--- config.mk ---
export PLATFORM = sky130hd
export DESIGN_NAME = sram_bank_ctrl
export DESIGN_NICKNAME = d
export VERILOG_FILES = /design/src/rtl/sram_bank_ctrl.sv
export SDC_FILE = /design/constraint.sdc
export NUM_CORES = 1
export LEC_CHECK = 0
export ABC_AREA = 1
export CAP_MARGIN = 20
export CORE_AREA = 2 2 275 277
export DETAILED_ROUTE_END_ITERATION = 16
export DIE_AREA = 0 0 277 279
export PLACE_DENSITY = 0.5
export SLEW_MARGIN = 20
export SYNTH_ARGS = -nofsm -noshare
export SYNTH_HDL_FRONTEND = slang
export SYNTH_SLANG_ARGS = --single-unit
--- constraint.sdc ---
create_clock -name CLK -period 2.4 [get_ports CLK]
set_clock_uncertainty 0.1 [all_clocks]
set_input_delay 0.48 -clock CLK [delete_from_list [all_inputs] [get_ports CLK]]
set_output_delay 0.48 -clock CLK [all_outputs]
set_load 0.02 [all_outputs]
--- src/rtl/sram_bank_ctrl.sv ---
// Banked SRAM access controller: a shared macro bus, per-bank active-low selects, and read data captured after RD_LAT cycles.
// Define SRAM_BANK_CTRL_BURST_EN for multi-beat reads (REQ_LEN+1 beats); without it every read is a single beat.
module sram_bank_ctrl #(
   parameter int BANK_AW    = 10,
   parameter int BANK_SEL_W = 6,
   parameter int DW         = 8,
   parameter int RD_LAT     = 1
) (
   input  logic                          CLK,
   input  logic                          RSTN,
   input  logic                          REQ_VALID,
   output logic                          REQ_READY,
   input  logic                          REQ_WE,
   input  logic [BANK_SEL_W+BANK_AW-1:0] REQ_ADDR,
   input  logic [DW-1:0]                 REQ_WDATA,
   input  logic [3:0]                    REQ_LEN,
   output logic                          RSP_VALID,
   output logic [DW-1:0]                 RSP_RDATA,
   output logic                          RSP_LAST,
   output logic [BANK_AW-1:0]            MEM_ADDR,
   output logic                          MEM_CE,
   output logic                          MEM_WEB,
   output logic [DW-1:0]                 MEM_IDATA,
   output logic [(2**BANK_SEL_W)-1:0]    MEM_CSB,
   output logic [(2**BANK_SEL_W)-1:0]    MEM_OEB,
   input  logic [(2**BANK_SEL_W)*DW-1:0] MEM_ODATA
);

   // state  | meaning
   // IDLE   | ready for a request, macro bus parked
   // ACCESS | one macro strobe cycle (write, or launch of a read beat)
   // RDWAIT | bank held selected/output-enabled for RD_LAT cycles
   typedef enum logic [1:0] {
      IDLE   = 2'd0,
      ACCESS = 2'd1,
      RDWAIT = 2'd2
   } state_t;

   localparam int AW = BANK_SEL_W + BANK_AW;
   localparam logic [3:0] WAIT_INIT = 4'(RD_LAT - 1);

   state_t                state_q, state_d;
   logic [AW-1:0]         addr_q, addr_d;
   logic                  we_q, we_d;
   logic [DW-1:0]         wdata_q, wdata_d;
   logic [3:0]            len_q, len_d;
   logic [3:0]            wait_q, wait_d;
   logic                  rsp_valid_q, rsp_valid_d;
   logic                  rsp_last_q, rsp_last_d;
   logic [DW-1:0]         rdata_q, rdata_d;
   logic [BANK_SEL_W-1:0] bank;

   assign bank      = addr_q[AW-1:BANK_AW];
   assign MEM_ADDR  = addr_q[BANK_AW-1:0];
   assign MEM_IDATA = wdata_q;
   assign RSP_VALID = rsp_valid_q;
   assign RSP_LAST  = rsp_last_q;
   assign RSP_RDATA = rdata_q;

   always_ff @(posedge CLK or negedge RSTN) begin
      if (!RSTN) begin
         state_q     <= IDLE;
         addr_q      <= '0;
         we_q        <= 1'b0;
         wdata_q     <= '0;
         len_q       <= '0;
         wait_q      <= '0;
         rsp_valid_q <= 1'b0;
         rsp_last_q  <= 1'b0;
         rdata_q     <= '0;
      end else begin
         state_q     <= state_d;
         addr_q      <= addr_d;
         we_q        <= we_d;
         wdata_q     <= wdata_d;
         len_q       <= len_d;
         wait_q      <= wait_d;
         rsp_valid_q <= rsp_valid_d;
         rsp_last_q  <= rsp_last_d;
         rdata_q     <= rdata_d;
      end
   end

   always_comb begin
      state_d     = state_q;
      addr_d      = addr_q;
      we_d        = we_q;
      wdata_d     = wdata_q;
      len_d       = len_q;
      wait_d      = wait_q;
      rsp_valid_d = 1'b0;
      rsp_last_d  = 1'b0;
      rdata_d     = rdata_q;
      REQ_READY   = 1'b0;
      MEM_CE      = 1'b0;
      MEM_WEB     = 1'b1;
      MEM_CSB     = '1;
      MEM_OEB     = '1;
      case (state_q)
         IDLE: begin
            REQ_READY = 1'b1;
            if (REQ_VALID) begin
               addr_d  = REQ_ADDR;
               we_d    = REQ_WE;
               wdata_d = REQ_WDATA;
`ifdef SRAM_BANK_CTRL_BURST_EN
               len_d   = REQ_LEN;
`else
               // single-beat build: the length field is deliberately discarded
               len_d   = REQ_LEN & 4'h0;
`endif
               state_d = ACCESS;
            end
         end
         ACCESS: begin
            MEM_CE        = 1'b1;
            MEM_CSB[bank] = 1'b0;
            if (we_q) begin
               MEM_WEB = 1'b0;
               state_d = IDLE;
            end else begin
               MEM_OEB[bank] = 1'b0;
               wait_d        = WAIT_INIT;
               state_d       = RDWAIT;
            end
         end
         RDWAIT: begin
            MEM_CSB[bank] = 1'b0;
            MEM_OEB[bank] = 1'b0;
            if (wait_q == 4'd0) begin
               rdata_d     = MEM_ODATA[bank*DW +: DW];
               rsp_valid_d = 1'b1;
               rsp_last_d  = (len_q == 4'd0);
               if (len_q == 4'd0) begin
                  state_d = IDLE;
               end else begin
                  // full-width increment: carries into the bank field and wraps at the top
                  len_d   = len_q - 4'd1;
                  addr_d  = addr_q + 1'b1;
                  state_d = ACCESS;
               end
            end else begin
               wait_d = wait_q - 4'd1;
            end
         end
         default: state_d = IDLE;
      endcase
   end

endmodule

; ---- After elaboration in Yosys (flattened, before gate mapping)
; Cells that the tools add are included.
; W data, S select, Z words.
[word_totals]
register_bits = 45
output_inout_bits = 159
word_cells = 64
[classes]
n_addsub = 3
n_lt_le_gt_ge = 2
n_eq_ne = 7
n_shift = 1
n_mux = 29
bitwise = 1
reduce_logical = 12
[op_table]
columns = cell, n
row1 = $shiftx A512 B10 Y8, 1
row2 = $mux W64, 2
row3 = $pmux W64 S2, 1
row4 = $not A64 Y64, 1
row5 = $mux W16, 3
row6 = $pmux W16 S2, 1
row7 = $mux W4, 5
row8 = $add A16 B1 Y16 const B, 1
row9 = $pmux W4 S2, 2
row10 = $mux W1, 10
row11 = $ne A2 B2 Y1 const B, 5
row12 = $logic_not A4 Y1, 2
row13 = $sub A4 B1 Y4 const B, 2
row14 = $lt A6 B7 Y1 const B, 1
row15 = $demux W1 S6, 1
row16 = $ge A6 B1 Y1 const B, 1
row17 = $mux W2, 3
row18 = $pmux W2 S3, 1
row19 = $reduce_and A2 Y1, 3
row20 = $reduce_and A4 Y1, 1
row21 = $reduce_bool A2 Y1, 2
row22 = $reduce_and A3 Y1, 1
row23 = $eq A2 B1 Y1 const B, 1
row24 = $eq A2 B2 Y1 const B, 1
row25 = other kinds (3), 3

; ---- Longest topological paths before layout
; Gate-level depths: netlist (run 1).
[logic_depth]
depth_word = 7
ltp_mapped = 13

; ---- Worst setup path before layout (run 1)
; No wires, ideal clock.
[synth_timing]
kind = register to output
from = register state_q[1]
to = output port MEM_OEB[0]
arrival_ns = 1.825
required_ns = 1.820
path_slack_ns = -0.005
stages_incl_launch_ff = 8
n_path_buf = 1
cell_sequence = dfrtp_1 > inv_1 > ha_1 > nand2_1 > inv_1 > nor2_1 > clkbuf_1 > o21ai_0
[synth_between]
elab_chain_len = 2
elab_cells_between_ends = 3
cone_classes = 2 x eq/ne / 1 x mux
[synth_lines]
columns = element, line
row1 = from (decl), 42  ; state_t state_q, state_d;
row2 = from (signal assigned), 72  ; state_q <= state_d;
row3 = $eq A2 B2 Y1 / $eq A2 B1 Y1 (equally long branches), 99  ; case (state_q)
row4 = $pmux W64 S2 *, 99
row5 = to (decl), 25  ; output logic [(2**BANK_SEL_W)-1:0] MEM_OEB,
; Mark *: on every way between the ends. The rest lies on a longest branch, timed or not.

; ---- Worst setup path in the final report (run 1)
[layout_timing]
from = register state_q[0]
to = output port MEM_OEB[13]
; The elaborated chain is that of the path after synthesis.

==> results.sh, run 1 <==
export IMPL_avgSynthCellArea_um2=4.78
export IMPL_synth_top_cell_area_share_pct=26.9
export IMPL_cts_max_level=2
export IMPL_hold_viol_final=0
export IMPL_cts_tree="done"
export IMPL_min_period_ns=2.44
export IMPL_ys_top_cells_by_area="nand2_1 (27%), inv_1 (17%), dfrtp_1 (12%)"
export IMPL_start_kind="register"
export IMPL_grt_usage_pct=16.5
export IMPL_swShare_pct=56.4
export IMPL_synth_edff_count=0
export IMPL_finalSetupViolations=17
export IMPL_netlist_area_um2=9660
export IMPL_critPathKind="reg -> out"
export IMPL_cts_sinks=45
export IMPL_core_rowCount=100
export IMPL_dp_slack_ns=-0.201
export IMPL_r2r_end="RSP_RDATA[4]"
export IMPL_clkSlewWorstSetupHoldPaths_ns=0.08
export IMPL_max_cap_violations=0
export IMPL_grt_pass1_vias=14801
export IMPL_portBuffers=698
export IMPL_core_um2=74100
export IMPL_crit_fanout=9
export IMPL_io_pins=703
export IMPL_worstReg2RegStart="addr_q[10]"
export IMPL_post_route_period_util_pct=102
export IMPL_cts_buffers=5
export IMPL_syn_inst=2020
export IMPL_via_per_inst=3.93
export IMPL_clk_latency_ns=0.31
export IMPL_layout_setup_ws_ns=-0.0374
export IMPL_power_density_nw_per_um2=1070
export IMPL_synth_seq_cells=45
export IMPL_post_drt_wl_per_cell_um=18.0
export IMPL_r2r_setup_slack_ns=0.09
export IMPL_synth_fp_nets=2572
export IMPL_slew_viol_final=0
export IMPL_holdWs_ns=0.00149
export IMPL_cts_root_buf="clkbuf_16"
export IMPL_drcViolationCount=0
export IMPL_clockBufferDepth=2
export IMPL_start_util_pct=13.0
export IMPL_combPwrFrac_pct=89.3
export IMPL_dpl_cell_area_um2=18800
export IMPL_worst_pin_slew_ns=0.483
export IMPL_crit_chain="ha_4, nand2_2, inv_2, nor2_4, buf_12, clkbuf_16, o21ai_0, buf_2"
export IMPL_relSlewSlack_pct=67.8
export IMPL_ys_warn_count=0
export IMPL_seqPwrFrac_pct=7.1
export IMPL_cp_depth=8
export IMPL_rsz0062_at_grt="yes"
export IMPL_synth_top_area_cell="nand2_1"
export IMPL_num_vias=14818
export IMPL_hpwl_mm=55.3
export IMPL_status="finished, violations left"
export IMPL_required_ns=1.82
export IMPL_layout_nets=3352
export IMPL_p_int_w=0.00913
export IMPL_drtIter0Drc=824
export IMPL_critPathSlowestCell="dfrtp_2"
export IMPL_min_delay_path_class="in -> async"
export IMPL_post_route_util_pct=26.4
export IMPL_grt_max_degree=56
export IMPL_place_congestion=0.896
export IMPL_drive_gt1_share_pct=18.8
export IMPL_antenna_found_initial=6
export IMPL_area_growth_pct=102
export IMPL_cp_end_kind="output port"
export IMPL_setup_tns_final_ns=-0.293
export IMPL_routed_wl_mm=67.9
export IMPL_ys_flop_type="dfrtp_1"
export IMPL_ir_drop_uv=553
export IMPL_die_h_um=279
export IMPL_critPathBufInv=4
export IMPL_async_reset_ff_share_pct=100
export IMPL_grt_pass1_wl_mm=95.5
export IMPL_first_pass_iters=5
export IMPL_overflow=0
export IMPL_max_stage_delay_ns=0.45
export IMPL_ant_nets=0
export IMPL_leakage_nw=9.75
export IMPL_clock_power_share_pct=3.6
export IMPL_stdcell_area_um2=19500
export IMPL_synth_distinct_cells=27
export IMPL_crit_arrival_ns=1.86
export IMPL_final_common_cell="nand2_1"
export IMPL_fmaxAchievable_mhz=410
export IMPL_die_w_um=277
export IMPL_r2r_cells=13
export IMPL_synth_seq_area_share_pct=11.7
export IMPL_most_common_layout_cells="nand2_1 (670), clkdlybuf4s50_1 (569), inv_1 (433)"
export IMPL_switching_power_w=0.0118
export IMPL_critPathTopFamily="buffers and inverters"
export IMPL_violations="negative setup slack"
export IMPL_die_area_um2=77300
-- per-layer routing --
metal | track usage (%) | routed length [um]
met1 | 20.6 | 29200
met2 | 29.3 | 33200
met3 | 3.08 | 4180
met4 | 3.18 | 1190
met5 | 0 | 41
-- power groups by stage --
stage	registers (W)	clock network (W)	logic (W)
after floorplan	0.00154	0	0.00835
after global placement	0.00145	0	0.0175
after detailed placement	0.00147	0	0.0174
after CTS	0.00146	0.000788	0.0173
after global routing	0.00154	0.000806	0.0204
final	0.00149	0.000754	0.0187
-- state kept, by name, summed over array words and instances, names as in the netlist --
signal and cells:
MEM_IDATA 8, RSP_LAST 1, RSP_RDATA 8, RSP_VALID 1, addr_q 16, len_q 4, state_q 2, wait_q 4
we_q 1
-- stage by stage --
stage,std cells,total power [W]
2_1_floorplan,2020,0.00989
3_3_place_gp,3726,0.0189
3_5_place_dp,3726,0.0189
4_1_cts,3751,0.0196
5_1_grt,3772,0.0227
6_report,3775,0.0210
-- cell usage after synthesis (2+ instances only) --
cell type,count
buf_4,25
o211ai_1,50
mux2_2,8
inv_1,444
o22ai_1,3
clkinv_1,2
buf_2,63
clkbuf_1,38
inv_2,5
dfrtp_1,45
o21ai_1,14
nand4_1,2
nor3_1,5
xor2_1,2
nor2_2,2
xnor2_1,2
a31oi_1,7
a21oi_1,6
nand3_1,208
or2_2,36
o21ai_0,143
a22oi_1,2
ha_1,8
nand2_1,691
nor2_1,207
-- worst max-delay path by stage --
| stage | startpoint | end | slack (ns) |
|---|---|---|---|
| global placement | state_q[1] | MEM_OEB[60] | -0.21 |
| floorplan | state_q[1] | MEM_OEB[0] | 0.09 |
| detailed placement | state_q[1] | MEM_OEB[60] | -0.20 |
| finish | state_q[0] | MEM_OEB[13] | -0.04 |
| CTS | addr_q[10] | MEM_CSB[0] | -0.04 |
| global route | state_q[0] | MEM_OEB[31] | -0.11 |
-- cell families after synthesis --
logic type,after synthesis,share of synthesized area (%)
simple gates,1152,48.6
buf+inv,578,24.3
compound gates,225,13.1
flops,45,11.7
mux,8,0.933
fa+ha+maj,8,1.04
xor+xnor,4,0.363
-- layout make-up --
class / instances / area [um^2]
Antenna cell: 5 / 12.5
Clock buffer: 5 / 125
Clock inverter: 3 / 21.3
Fill cell: 8544 / 54500
Inverter: 451 / 1720
Multi-Input combinational cell: 1397 / 6710
Sequential cell: 45 / 1130
Tap cell: 969 / 1210
Timing Repair Buffer: 900 / 8620
-- what timing repair did --
action	CTS	global route
setup buffers	16	10
resized for setup	578	223
endpoints found under the setup margin	136	139
cloned	1	9
hold buffers	0	0
pin swaps	4	14
No activity file was read; power rests on OpenSTA's default activity.
==> run 2: changes to the inputs <==
Settings changed: DONT_BUFFER_PORTS set to 1, PLACE_DENSITY 0.5 to 0.37.
==> run 2 against run 1 <==
Maximum frequency is 0.90% lower. Sequential power is 28% higher. Via count is 12% lower. Clock-buffer cell count stayed put. Highest routed layer unchanged. Die area stayed put. Largest cell class is now multi-input combinational cells. Critical path depth is 1 lower. Critical path type unchanged. Global-route usage is 0.98 points lower. The flow still finishes with violations (negative setup slack).
==> results.sh, run 2 (synthesized netlist as in run 1, its figures left out) <==
export IMPL_status="finished, violations left"
export IMPL_violations="negative setup slack"
export IMPL_drtIter0Drc=652
export IMPL_grt_max_degree=65
export IMPL_critPathSlowestCell="dfrtp_4"
export IMPL_grt_busiest_layer="met2"
export IMPL_cts_tree="done"
export IMPL_required_ns=1.82
export IMPL_dpl_cell_area_um2=12200
export IMPL_switching_power_w=0.0131
export IMPL_relSlewSlack_pct=67.6
export IMPL_die_w_um=277
export IMPL_met3_usage_pct=2.33
export IMPL_cts_sinks=45
export IMPL_rsz0062_at_grt="yes"
export IMPL_grt_pass1_wl_mm=87.4
export IMPL_die_h_um=279
export IMPL_critPathKind="reg -> out"
export IMPL_cts_max_level=2
export IMPL_ir_drop_uv=695
export IMPL_power_density_nw_per_um2=1540
export IMPL_worst_pin_slew_ns=0.486
export IMPL_post_route_period_util_pct=102
export IMPL_critPathBufInv=4
export IMPL_grtUsageMet2_pct=26.8
export IMPL_hpwl_mm=49.4
export IMPL_routed_wl_mm=64.6
export IMPL_io_pins=703
export IMPL_start_kind="register"
export IMPL_holdWs_ns=0.220
export IMPL_layout_setup_ws_ns=-0.0596
export IMPL_area_growth_pct=54.9
export IMPL_grt_usage_pct=15.5
export IMPL_grt_pass1_vias=12589
export IMPL_layout_nets=2738
export IMPL_drcViolationCount=0
export IMPL_min_from="REQ_WDATA[6]"
export IMPL_critPathTopFamily="buffers and inverters"
export IMPL_grt_util_met1_pct=19.9
export IMPL_ant_nets=0
export IMPL_worstReg2RegStart="addr_q[10]"
export IMPL_cpMostUsedCell="buf_4"
export IMPL_most_common_layout_cells="nand2_1 (643), inv_1 (434), nand3_1 (204)"
export IMPL_first_pass_iters=5
export IMPL_min_delay_path_class="in -> reg"
export IMPL_num_vias=13050
export IMPL_largest_reg_flops=16
export IMPL_start_util_pct=13.0
export IMPL_leakage_nw=7.86
export IMPL_swShare_pct=56.7
export IMPL_clkSlewWorstSetupHoldPaths_ns=0.08
export IMPL_hold_viol_final=0
export IMPL_finalSetupViolations=40
export IMPL_final_common_cell="nand2_1"
export IMPL_cp_depth=7
export IMPL_max_stage_delay_ns=0.54
export IMPL_cts_buffers=5
export IMPL_fillCellCount=8574
export IMPL_crit_fanout=8
export IMPL_hold_depth=1
export IMPL_core_rowCount=100
export IMPL_overflow=0
export IMPL_setup_worst_path_start="addr_q[10]"
export IMPL_clockBufferDepth=2
export IMPL_max_cap_violations=0
export IMPL_stdcell_area_um2=15000
export IMPL_clk_latency_ns=0.31
export IMPL_seqPwrFrac_pct=8.2
export IMPL_crit_arrival_ns=1.88
export IMPL_cts_root_buf="clkbuf_16"
export IMPL_clock_power_share_pct=3.2
export IMPL_core_um2=74100
export IMPL_place_congestion=0.896
export IMPL_regMostFlops="addr_q"
export IMPL_die_area_um2=77300
export IMPL_drive_gt1_share_pct=25.4
export IMPL_cp_end_kind="output port"
export IMPL_min_period_ns=2.46
export IMPL_portBuffers=0
export IMPL_via_per_inst=4.13
export IMPL_slew_viol_final=0
export IMPL_r2r_cells=16
export IMPL_p_int_w=0.00999
export IMPL_post_route_util_pct=20.2
export IMPL_combPwrFrac_pct=88.6
export IMPL_fmaxAchievable_mhz=407
export IMPL_post_drt_wl_per_cell_um=20.4
export IMPL_antenna_found_initial=12
export IMPL_crit_chain="buf_12, inv_16, buf_4, nand2_4, nor2_1, o21ai_1, buf_4"
[run 2: stage by stage]
step           power (W)  setup WS, ns  TNS [ns]  instances
2_1_floorplan    0.00989        0.0854         0       2020
3_3_place_gp      0.0169        -0.141    -0.409       3079
3_5_place_dp      0.0168        -0.134    -0.477       3079
4_1_cts           0.0211       -0.0547     -1.26       3140
5_1_grt           0.0247        -0.137     -5.11       3161
6_report          0.0231       -0.0596    -0.678       3161
[run 2: metal layers]
layer,share of wire [%],up-vias
li1,-,6398
met1,44,5965
met2,48,598
met3,5.8,81
met4,2.6,8
met5,0.084,-
[run 2: path summary, 6_finish.rpt]
path,to,slack (ns)
worst max-delay path,MEM_OEB[24],-0.06
min in group asynchronous,MEM_IDATA[6],0.58
worst min-delay path,MEM_IDATA[6],0.22
worst min register to register,wait_q[0],0.39
max in group asynchronous,addr_q[13],1.36
worst max register to register,RSP_RDATA[1],0.04
[run 2: final cells by class]
| class | instances | area, um^2 | share of cell area [%] |
|---|---|---|---|
| Timing Repair inverter | 1 | 16.3 | 0.109 |
| Antenna cell | 5 | 12.5 | 0.0837 |
| Clock inverter | 3 | 25.0 | 0.167 |
| Inverter | 451 | 1730 | 11.6 |
| Sequential cell | 45 | 1140 | 7.60 |
| Clock buffer | 5 | 125 | 0.837 |
| Timing Repair Buffer | 285 | 3410 | 22.8 |
| Multi-Input combinational cell | 1397 | 7280 | 48.7 |
| Tap cell | 969 | 1210 | 8.11 |
[run 2: power groups by stage]
stage                     sequential [W]  clock (W)  combinational, W
after detailed placement         0.00191          0            0.0149
after global routing             0.00197   0.000801            0.0220
after floorplan                  0.00154          0           0.00835
after global placement           0.00192          0            0.0149
final                            0.00190   0.000738            0.0204
after CTS                        0.00191   0.000770            0.0184
[run 2: worst reg2reg max path, cell delays in order, from the launching register on]
cell	delay [ns]
dfrtp_4	0.54
buf_12	0.17
inv_16	0.07
buf_16	0.17
buf_6	0.16
buf_4	0.14
nand2_1	0.05
nand3_1	0.08
nand2_1	0.07
o21ai_1	0.14
buf_4	0.13
nand2_1	0.06
buf_4	0.16
nor2_1	0.08
nand3_1	0.08
nand2_1	0.06
inv_1	0.03
[run 2: timing repair]
| action | CTS | global route |
|---|---|---|
| setup buffers | 37 | 11 |
| setup endpoints to repair | 124 | 119 |
| endpoints found under the hold margin | 45 | 0 |
| cloned | 17 | 6 |
| hold buffers | 2 | 0 |
| pin swaps | 21 | 52 |
| gates resized for setup | 227 | 254 |
==> run 3: changes to the inputs <==
Settings changed: HOLD_SLACK_MARGIN set to 0.15.
==> results of run 3 <==
The final DEF is identical to that of run 2; final timing and power are the same.
